### src/rtl/instr_byte_queue_pkg.sv
// Shared constants for the fetch -> decode byte queue: byte width, default geometry, clog2.
package instr_byte_queue_pkg;

    localparam int BYTE_W           = 8;
    localparam int DEF_DEPTH        = 16;
    localparam int DEF_PUSH_BYTES   = 4;
    localparam int DEF_WINDOW_BYTES = 5;

    function automatic int clog2(input int v);
        int r;
        r = 0;
        while ((1 << r) < v) r++;
        return r;
    endfunction

endpackage

### src/rtl/instr_byte_queue_if.sv
// Fetch/decode-facing bus of the instruction byte queue; master = fetch+decode, slave = queue.
interface instr_byte_queue_if
    import instr_byte_queue_pkg::*;
#(
    parameter int DEPTH        = DEF_DEPTH,
    parameter int PUSH_BYTES   = DEF_PUSH_BYTES,
    parameter int WINDOW_BYTES = DEF_WINDOW_BYTES,
    parameter int CW           = clog2(DEPTH + 1),
    parameter int LW           = clog2(WINDOW_BYTES + 1)
);
    logic                             flush;
    logic                             push_valid;
    logic [PUSH_BYTES*BYTE_W-1:0]     push_data;
    logic                             push_ready;
    logic [WINDOW_BYTES*BYTE_W-1:0]   win_data;
    logic [LW-1:0]                    win_count;
    logic [LW-1:0]                    pop_len;
    logic [CW-1:0]                    count;

    modport master (
        output flush, push_valid, push_data, pop_len,
        input  push_ready, win_data, win_count, count
    );

    modport slave (
        input  flush, push_valid, push_data, pop_len,
        output push_ready, win_data, win_count, count
    );
endinterface

### src/rtl/instr_byte_ram.sv
// DEPTH x 8 byte store: one PUSH_BYTES-wide wrapping write, one WINDOW_BYTES-wide wrapping async read.
module instr_byte_ram
    import instr_byte_queue_pkg::*;
#(
    parameter int DEPTH        = DEF_DEPTH,
    parameter int PUSH_BYTES   = DEF_PUSH_BYTES,
    parameter int WINDOW_BYTES = DEF_WINDOW_BYTES,
    parameter int AW           = clog2(DEPTH)
) (
    input  logic                           clk,
    input  logic                           we,
    input  logic [AW-1:0]                  waddr,
    input  logic [PUSH_BYTES*BYTE_W-1:0]   wdata,
    input  logic [AW-1:0]                  raddr,
    output logic [WINDOW_BYTES*BYTE_W-1:0] rdata
);
    logic [DEPTH-1:0][BYTE_W-1:0] mem;

    // DEPTH is a power of two, so AW-bit address arithmetic wraps for free.
    always_ff @(posedge clk) begin
        if (we) begin
            for (int i = 0; i < PUSH_BYTES; i++)
                mem[waddr + AW'(i)] <= wdata[(PUSH_BYTES-i)*BYTE_W-1 -: BYTE_W];
        end
    end

    for (genvar i = 0; i < WINDOW_BYTES; i++) begin : g_rd
        assign rdata[(WINDOW_BYTES-i)*BYTE_W-1 -: BYTE_W] = mem[raddr + AW'(i)];
    end

endmodule

### src/rtl/instr_byte_queue.sv
// Circular instruction byte queue between fetch and decode; optional sticky error flag
// enabled with INSTR_QUEUE_ERR_EN.
module instr_byte_queue
    import instr_byte_queue_pkg::*;
#(
    parameter int DEPTH        = DEF_DEPTH,
    parameter int PUSH_BYTES   = DEF_PUSH_BYTES,
    parameter int WINDOW_BYTES = DEF_WINDOW_BYTES
) (
    input  logic              clk,
    input  logic              rst,
`ifdef INSTR_QUEUE_ERR_EN
    input  logic              err_clr,
    output logic              err,
`endif
    instr_byte_queue_if.slave q
);
    localparam int AW = clog2(DEPTH);
    localparam int CW = clog2(DEPTH + 1);
    localparam int LW = clog2(WINDOW_BYTES + 1);

    logic [AW-1:0]                  head;
    logic [AW-1:0]                  tail;
    logic [CW-1:0]                  cnt;
    logic [LW-1:0]                  win_cnt;
    logic                           push_fire;
    logic                           pop_ok;
    logic [WINDOW_BYTES*BYTE_W-1:0] raw;

    // Only a full fetch word is accepted; a same-cycle pop is not credited.
    assign q.push_ready = (cnt <= CW'(DEPTH - PUSH_BYTES));
    assign win_cnt      = (cnt >= CW'(WINDOW_BYTES)) ? LW'(WINDOW_BYTES) : LW'(cnt);
    assign q.win_count  = win_cnt;
    assign q.count      = cnt;
    assign push_fire    = q.push_valid && q.push_ready && !q.flush && !rst;
    assign pop_ok       = (q.pop_len <= win_cnt);

    always_ff @(posedge clk) begin
        if (rst || q.flush) begin
            head <= '0;
            tail <= '0;
            cnt  <= '0;
        end else begin
            if (push_fire) tail <= tail + AW'(PUSH_BYTES);
            if (pop_ok)    head <= head + AW'(q.pop_len);
            cnt <= cnt + (push_fire ? CW'(PUSH_BYTES) : '0) - (pop_ok ? CW'(q.pop_len) : '0);
        end
    end

    instr_byte_ram #(
        .DEPTH       (DEPTH),
        .PUSH_BYTES  (PUSH_BYTES),
        .WINDOW_BYTES(WINDOW_BYTES),
        .AW          (AW)
    ) u_ram (
        .clk  (clk),
        .we   (push_fire),
        .waddr(tail),
        .wdata(q.push_data),
        .raddr(head),
        .rdata(raw)
    );

    // Bytes past the valid count are forced to zero so stale storage never leaks to decode.
    for (genvar i = 0; i < WINDOW_BYTES; i++) begin : g_win
        assign q.win_data[(WINDOW_BYTES-i)*BYTE_W-1 -: BYTE_W] =
            (LW'(i) < win_cnt) ? raw[(WINDOW_BYTES-i)*BYTE_W-1 -: BYTE_W] : '0;
    end

`ifdef INSTR_QUEUE_ERR_EN
    logic err_set;
    assign err_set = !pop_ok || (q.push_valid && !q.push_ready && !q.flush);

    always_ff @(posedge clk) begin
        if (rst || q.flush) err <= 1'b0;
        else if (err_set)   err <= 1'b1;
        else if (err_clr)   err <= 1'b0;
    end
`endif

endmodule

### src/flat_wrapper.sv
// flat-port wrapper written by rule: the top's interface ports become plain ports
module instr_byte_queue_flat import instr_byte_queue_pkg::*;
#(
    parameter int DEPTH        = DEF_DEPTH,
    parameter int PUSH_BYTES   = DEF_PUSH_BYTES,
    parameter int WINDOW_BYTES = DEF_WINDOW_BYTES
)
  (clk, rst, q_flush, q_push_valid, q_push_data, q_pop_len, q_push_ready, q_win_data, q_win_count, q_count);
  instr_byte_queue_if #(.DEPTH(DEPTH), .PUSH_BYTES(PUSH_BYTES), .WINDOW_BYTES(WINDOW_BYTES)) q_i ();
  input  logic clk;
  input  logic rst;
  input wire logic [$bits(q_i.flush)-1:0] q_flush;
  input wire logic [$bits(q_i.push_valid)-1:0] q_push_valid;
  input wire logic [$bits(q_i.push_data)-1:0] q_push_data;
  input wire logic [$bits(q_i.pop_len)-1:0] q_pop_len;
  output wire logic [$bits(q_i.push_ready)-1:0] q_push_ready;
  output wire logic [$bits(q_i.win_data)-1:0] q_win_data;
  output wire logic [$bits(q_i.win_count)-1:0] q_win_count;
  output wire logic [$bits(q_i.count)-1:0] q_count;
  assign q_i.flush = q_flush;
  assign q_i.push_valid = q_push_valid;
  assign q_i.push_data = q_push_data;
  assign q_i.pop_len = q_pop_len;
  assign q_push_ready = q_i.push_ready;
  assign q_win_data = q_i.win_data;
  assign q_win_count = q_i.win_count;
  assign q_count = q_i.count;
  instr_byte_queue #(.DEPTH(DEPTH), .PUSH_BYTES(PUSH_BYTES), .WINDOW_BYTES(WINDOW_BYTES)) u_core (.clk(clk), .rst(rst), .q(q_i));
endmodule
### config.mk
export PLATFORM = sky130hd
export DESIGN_NAME = instr_byte_queue_flat
export DESIGN_NICKNAME = d
export VERILOG_FILES = /design/src/rtl/instr_byte_queue_pkg.sv /design/src/rtl/instr_byte_queue_if.sv /design/src/rtl/instr_byte_ram.sv /design/src/rtl/instr_byte_queue.sv /design/src/flat_wrapper.sv
export SDC_FILE = /design/constraint.sdc
export NUM_CORES = 1
export LEC_CHECK = 0
export ABC_AREA = 1
export CAP_MARGIN = 20
export CORE_MARGIN = 4
export CORE_UTILIZATION = 35
export DETAILED_ROUTE_END_ITERATION = 16
export MAX_ROUTING_LAYER = met4
export SYNTH_ARGS = -nofsm -noshare
export SYNTH_HDL_FRONTEND = slang
export SYNTH_SLANG_ARGS = --single-unit
### constraint.sdc
create_clock -name clk -period 4.3 [get_ports clk]
set_clock_uncertainty 0.2 [all_clocks]
set_input_delay 0.86 -clock clk [delete_from_list [all_inputs] [get_ports clk]]
set_output_delay 0.86 -clock clk [all_outputs]
set_load 0.02 [all_outputs]
==> flow_summary.toml, run 1 <==
[yosys]
synth-seq-area-share = 0.429
syn_nets = 1405
netlist_instances = 1342
syn_area_um2 = 9480
synth_cell_types = 27
ys_ff_latch = 139
avgSynthCellArea_um2 = 7.06
synth_warnings = 0

[placed_design]
dp_slack_ps = 532
dp_hpwl_um = 21800
gp_congestion = 0.919
io_buffers = 87

[sta]
fmax_ghz = 0.243
slew_viol_final = 0
rsz0062_at_grt = "false"
fin_crit_sh = 0.956
fin_tns_setup_ps = 0
fin_ws_ps = 189
slew_headroom = 0.391
min_period_ps = 4110
setup_violations = 0
hold_viol_final = 0
tightest_slew_ps = 914

[clock_network]
clk-insertion-delay-late_ps = 420
clkSinkCount = 139
clockBufferDepth = 2
cts_root_buf = "clkbuf_16"
numCtsBuffers = 17
cts_tree = "yes"
clk_pin_slew_ps = 70
post_cts_buffers = 0
htree_levels = 4

[cells_and_area]
n_antenna_cell = 0
final_core_util = 0.425
fillCellCount = 2642
nets = 1471
area_growth_pct = 18.2
drive_gt1_frac = 0.0556

[worst_setup_path]
cp_num_buf_inv = 4
crit_type = "reg2out"
crit_path_max_incr_delay_ps = 660
crit_family = "buffers and inverters"
cp-startpoint = "u_core.head[1]"
required_ps = 3240
critPathMaxFanout = 25
reg2reg_from = "u_core.q.count[4]"
worstPathCellList = "inv_2 > buf_4 > ha_1 > nand2_1 > nand2_1 > nand2_1 > nand2_1 > inv_1 > nand3_1 > nand2_1 > nor2_1 > clkdlybuf4s50_1"
end_kind = "output pin"
crit_path_top_delay_cell = "clkdlybuf4s50_1"
critPathLaunchType = "register"
worstPathArrival_ps = 3050
cp_common_cell = "nand2_1"

[floorplan]
die_area_um2 = 29800
fp-row-count = 59
dieHeight_um = 173
coreArea_um2 = 26400
pin_count = 88
die_w_um = 173
start_util = 0.360

[global_route]
grt_max_degree = 129
grt_pass1_vias = 8843
grt_use_total = 0.221
grt_first_pass_wirelength_um = 50300
gr-total-overflow = 0
antenna_found_initial = 0

[run_status]
status = "complete, no violations"

[min_path]
hp-start = "u_core.tail[2]"
hold_class = "reg2reg"

[detailed_routing]
routed_wl_um = 32700
via_count = 9518
dr.pass1.iters = 6
avgRoutedWirePerCell_um = 18.6
drc = 0
drt-initial-drc-count = 1024
antenna_left = 0
viasPerCell = 5.42

[power_and_ir_drop]
power_per_cell_area_nw_per_um2 = 725
peakVddDrop_mv = 0.425
p_total_mw = 8.13
p_leak_nw = 4.94

[run]
maxCapViolCount = 0
## cell usage in the layout, fill, tap and decap left out, types with 3 or more instances in the layout
cell | synthesis | layout
a21oi_1 | 3 | 3
buf_4 | 22 | 35
clkbuf_16 | 0 | 17
clkdlybuf4s50_1 | 0 | 87
clkinv_1 | 3 | 6
clkinv_2 | 0 | 5
clkinvlp_4 | 0 | 3
dfxtp_1 | 11 | 9
edfxtp_1 | 128 | 128
fa_1 | 3 | 3
ha_1 | 21 | 20
inv_1 | 72 | 70
inv_2 | 3 | 3
nand2_1 | 514 | 514
nand3_1 | 366 | 366
nand4_1 | 3 | 3
nor2_1 | 125 | 121
nor2_4 | 0 | 4
o21ai_0 | 4 | 4
## worst register-to-register path, cell delays in order (launching register included)
cell and delay [ps]:
dfxtp_1 330, inv_1 150, ha_1 170, inv_1 50
nor2_1 140, clkinv_1 100, nor2_1 230, inv_1 80
ha_1 300, nand2_1 50, o21ai_0 130, nand2_1 170
inv_1 160, nor2_1 70, fa_1 480, inv_1 70
fa_1 440, xnor2_1 180, nor2_1 50
## final timing paths
path	to	slack, ps	cells after the start
worst min-delay path	u_core.tail[2]	390	3
worst max-delay path	q_win_data[13]	190	12
worst min register to register	u_core.tail[2]	390	3
worst max register to register	u_core.q.count[3]	650	18
## logic make-up (layout without fill, tap and decap cells)
logic type	after synthesis	after routing	share of synthesized area
compound gates	10	10	0.00554
xor+xnor	3	3	0.00357
fa+ha+maj	24	24	0.0341
simple gates	1012	1012	0.451
buf+inv	154	233	0.0767
flops	139	139	0.429
## repair_timing
item,CTS,global route
hold buffers,0,0
setup endpoints to repair,0,7
resized for setup,0,2
## synth_stat cells, drive strengths merged
master / n / area (um^2)
nand2: 515 / 1940
nand3: 367 / 1840
edfxtp: 128 / 3840
nor2: 126 / 475
inv: 75 / 282
buf: 53 / 348
clkbuf: 23 / 86.3
ha: 21 / 263
dfxtp: 11 / 220
o21ai: 5 / 25.0
a21oi: 3 / 15.0
clkinv: 3 / 11.3
fa: 3 / 60.1
nand4: 3 / 18.8
a31oi: 2 / 12.5
xor2: 2 / 25.0
or2: 1 / 6.26
xnor2: 1 / 8.76
## sequential cells by signal, summed over array words and instances, names as in the netlist
name,count
u_core.u_ram.mem,128
u_core.q.count,5
u_core.tail,2
u_core.head,4
## power breakdown
part	switching, mW	internal (mW)	leakage, nW	total [mW]
Clock	0.567	0.787	0.259	1.35
Combinational	3.36	1.82	3.40	5.18
Sequential	0.0577	1.53	1.28	1.59
## routing by layer
| metal | wire length [um] | part of all wire | GRT usage | up-vias |
|---|---|---|---|---|
| met5 | 0 | 0 | - | - |
| met4 | 637 | 0.019 | 0.0582 | 0 |
| met3 | 3020 | 0.092 | 0.0349 | 42 |
| met2 | 15200 | 0.47 | 0.351 | 486 |
| met1 | 13800 | 0.42 | 0.297 | 4419 |
| li1 | - | - | - | 4571 |
## per-stage QoR
stage          instance area, um^2  std cells  hold slack (ps)
6_report                     11200       1756              386
5_1_grt                      11200       1756              450
4_1_cts                      11200       1756              394
3_5_place_dp                 10700       1724              381
3_3_place_gp                 10700       1724              373
2_1_floorplan                 9480       1342              333
## final cells by class
type                            instances  area [um^2]  share of cell area
Inverter                               78          298              0.0266
Clock buffer                           19          433              0.0386
Timing Repair Buffer                  123         1150               0.103
Clock inverter                         13          103             0.00916
Tap cell                              335          419              0.0374
Multi-Input combinational cell       1049         4730               0.422
Sequential cell                       139         4070               0.363
No activity file was read; power rests on OpenSTA's default activity.
==> run 2, diff against run 1 <==
--- a/config.mk
+++ b/config.mk
@@ -11,6 +11,7 @@
 export CORE_UTILIZATION = 35
 export DETAILED_ROUTE_END_ITERATION = 16
 export MAX_ROUTING_LAYER = met4
+export PLACE_DENSITY = 0.5
 export SYNTH_ARGS = -nofsm -noshare
 export SYNTH_HDL_FRONTEND = slang
 export SYNTH_SLANG_ARGS = --single-unit
==> run 2 against run 1 <==
Effect of this change:
- sequential share of layout area down 0.34 points
- worst hold slack improved by 10 ps
- non-clock buffer count is 2 lower
- clock power up 11%
- utilization up 0.40 points
- first-iteration DRC count shrank 9.9%
- setup slack better by 7.2 ps
- flip-flop and latch count unchanged
- critical endpoint unchanged
==> flow_summary.toml, run 2 (synthesis gave the netlist of run 1 again) <==
[run_status]
status = "complete, no violations"

[detailed_routing]
dr.pass1.iters = 5
drc = 0
viasPerCell = 5.32
drt-initial-drc-count = 923
avgRoutedWirePerCell_um = 19.4
via_count = 9327
routed_wl_um = 34000
antenna_left = 0

[cells_and_area]
area_growth_pct = 19.3
drive_gt1_frac = 0.0571
final_cell_mix = "nand2_1, nand3_1, edfxtp_1"
largest_reg_flops = 128
regMostFlops = "u_core.u_ram.mem"
nets = 1469
fillCellCount = 2646
n_antenna_cell = 0
final_common_cell = "nand2_1"

[worst_setup_path]
critPathLaunchType = "register"
crit_type = "reg2out"
end_kind = "output pin"
worstPathCellList = "inv_2 > buf_4 > ha_1 > nand2_1 > nand2_1 > nand2_1 > nand2_1 > inv_1 > nand3_1 > nand2_1 > nor2_1 > clkdlybuf4s50_1"
crit_path_max_incr_delay_ps = 670
critPathMaxFanout = 23
crit_path_top_delay_cell = "clkdlybuf4s50_1"
cp_common_cell = "nand2_1"
worstPathArrival_ps = 3040
r2r_cells = 18
required_ps = 3240

[global_route]
grt_max_degree = 89
grt_use_total = 0.231
antenna_found_initial = 0
grt_first_pass_wirelength_um = 51900
gr-total-overflow = 0
grt_pass1_vias = 8729

[clock_network]
htree_levels = 4
post_cts_buffers = 0
clkSinkCount = 139
clk-insertion-delay-late_ps = 440
cts_hold_buffers = 0
numCtsBuffers = 17
cts_root_buf = "clkbuf_16"
clockBufferDepth = 2
cts_resized = 0
cts_tree = "yes"
clk_pin_slew_ps = 70

[sta]
fmax_ghz = 0.244
rsz0062_at_grt = "false"
fin_crit_sh = 0.954
hold_viol_final = 0
min_period_ps = 4100
setup_violations = 0
slew_viol_final = 0
fin_tns_setup_ps = 0
slew_headroom = 0.412
tightest_slew_ps = 881

[placed_design]
gp_congestion = 0.888
dp_hpwl_um = 23100
io_buffers = 87

[min_path]
hold_class = "reg2reg"
hold_depth = 3

[floorplan]
start_util = 0.360
dieHeight_um = 173
pin_count = 88
die_area_um2 = 29800
coreArea_um2 = 26400
die_w_um = 173
fp-row-count = 59

[power_and_ir_drop]
peakVddDrop_mv = 0.371
p_leak_nw = 4.99
p_total_mw = 8.33
power_per_cell_area_nw_per_um2 = 737

[run]
maxCapViolCount = 0
[run 2: cell count changes in the layout (fill, tap and decap cells not counted), moves of 3 or more]
| cell | change |
|---|---|
| clkinv_1 | -3 |
| clkinv_8 | +3 |
| inv_8 | +6 |
| buf_12 | +6 |
| clkinv_2 | -4 |
| clkinvlp_4 | -3 |
| buf_4 | -8 |
| inv_6 | +5 |
[run 2: layout make-up]
class | instances | area (um^2) | share of cell area
Sequential cell | 139 | 4070 | 0.360
Tap cell | 335 | 419 | 0.0371
Multi-Input combinational cell | 1049 | 4720 | 0.417
Timing Repair Buffer | 121 | 1210 | 0.107
Clock inverter | 15 | 169 | 0.0149
Clock buffer | 17 | 425 | 0.0376
Inverter | 78 | 294 | 0.0260
[run 2: layer usage]
| metal | vias to the layer above | track usage | share of wire |
|---|---|---|---|
| met5 | - | - | 0 |
| met4 | 0 | 0.0615 | 0.020 |
| met3 | 42 | 0.0404 | 0.073 |
| met2 | 422 | 0.336 | 0.43 |
| met1 | 4294 | 0.335 | 0.48 |
| li1 | 4569 | - | - |
[run 2: stage by stage]
stage | hold slack, ps | instance area (um^2) | cells | setup slack (ps) | util
floorplan | 333 | 9480 | 1342 | 590 | -
global placement | 372 | 10700 | 1722 | 535 | 0.407
detailed placement | 373 | 10700 | 1722 | 507 | 0.407
CTS | 391 | 11300 | 1754 | 235 | 0.429
global route | 428 | 11300 | 1754 | 64.3 | 0.429
finish | 396 | 11300 | 1754 | 196 | 0.429
[run 2: path summary, 6_finish.rpt]
check / startpoint / to / slack, ps
worst min-delay path: u_core.tail[2] / u_core.tail[2] / 400
worst min register to register: u_core.tail[2] / u_core.tail[2] / 400
worst max register to register: u_core.q.count[4] / u_core.q.count[3] / 760
worst max-delay path: u_core.head[1] / q_win_data[13] / 200
[run 2: power breakdown]
group / internal (mW) / switching, mW
Clock: 0.787 / 0.712
Combinational: 1.83 / 3.42
Sequential: 1.53 / 0.0509
[run 2: critical path, delay by kind of cell (launching register included)]
| family | cells | cell delay (ps) |
|---|---|---|
| fa+ha+maj | 1 | 200 |
| buf+inv | 4 | 1290 |
| flops | 1 | 340 |
| simple gates | 7 | 770 |
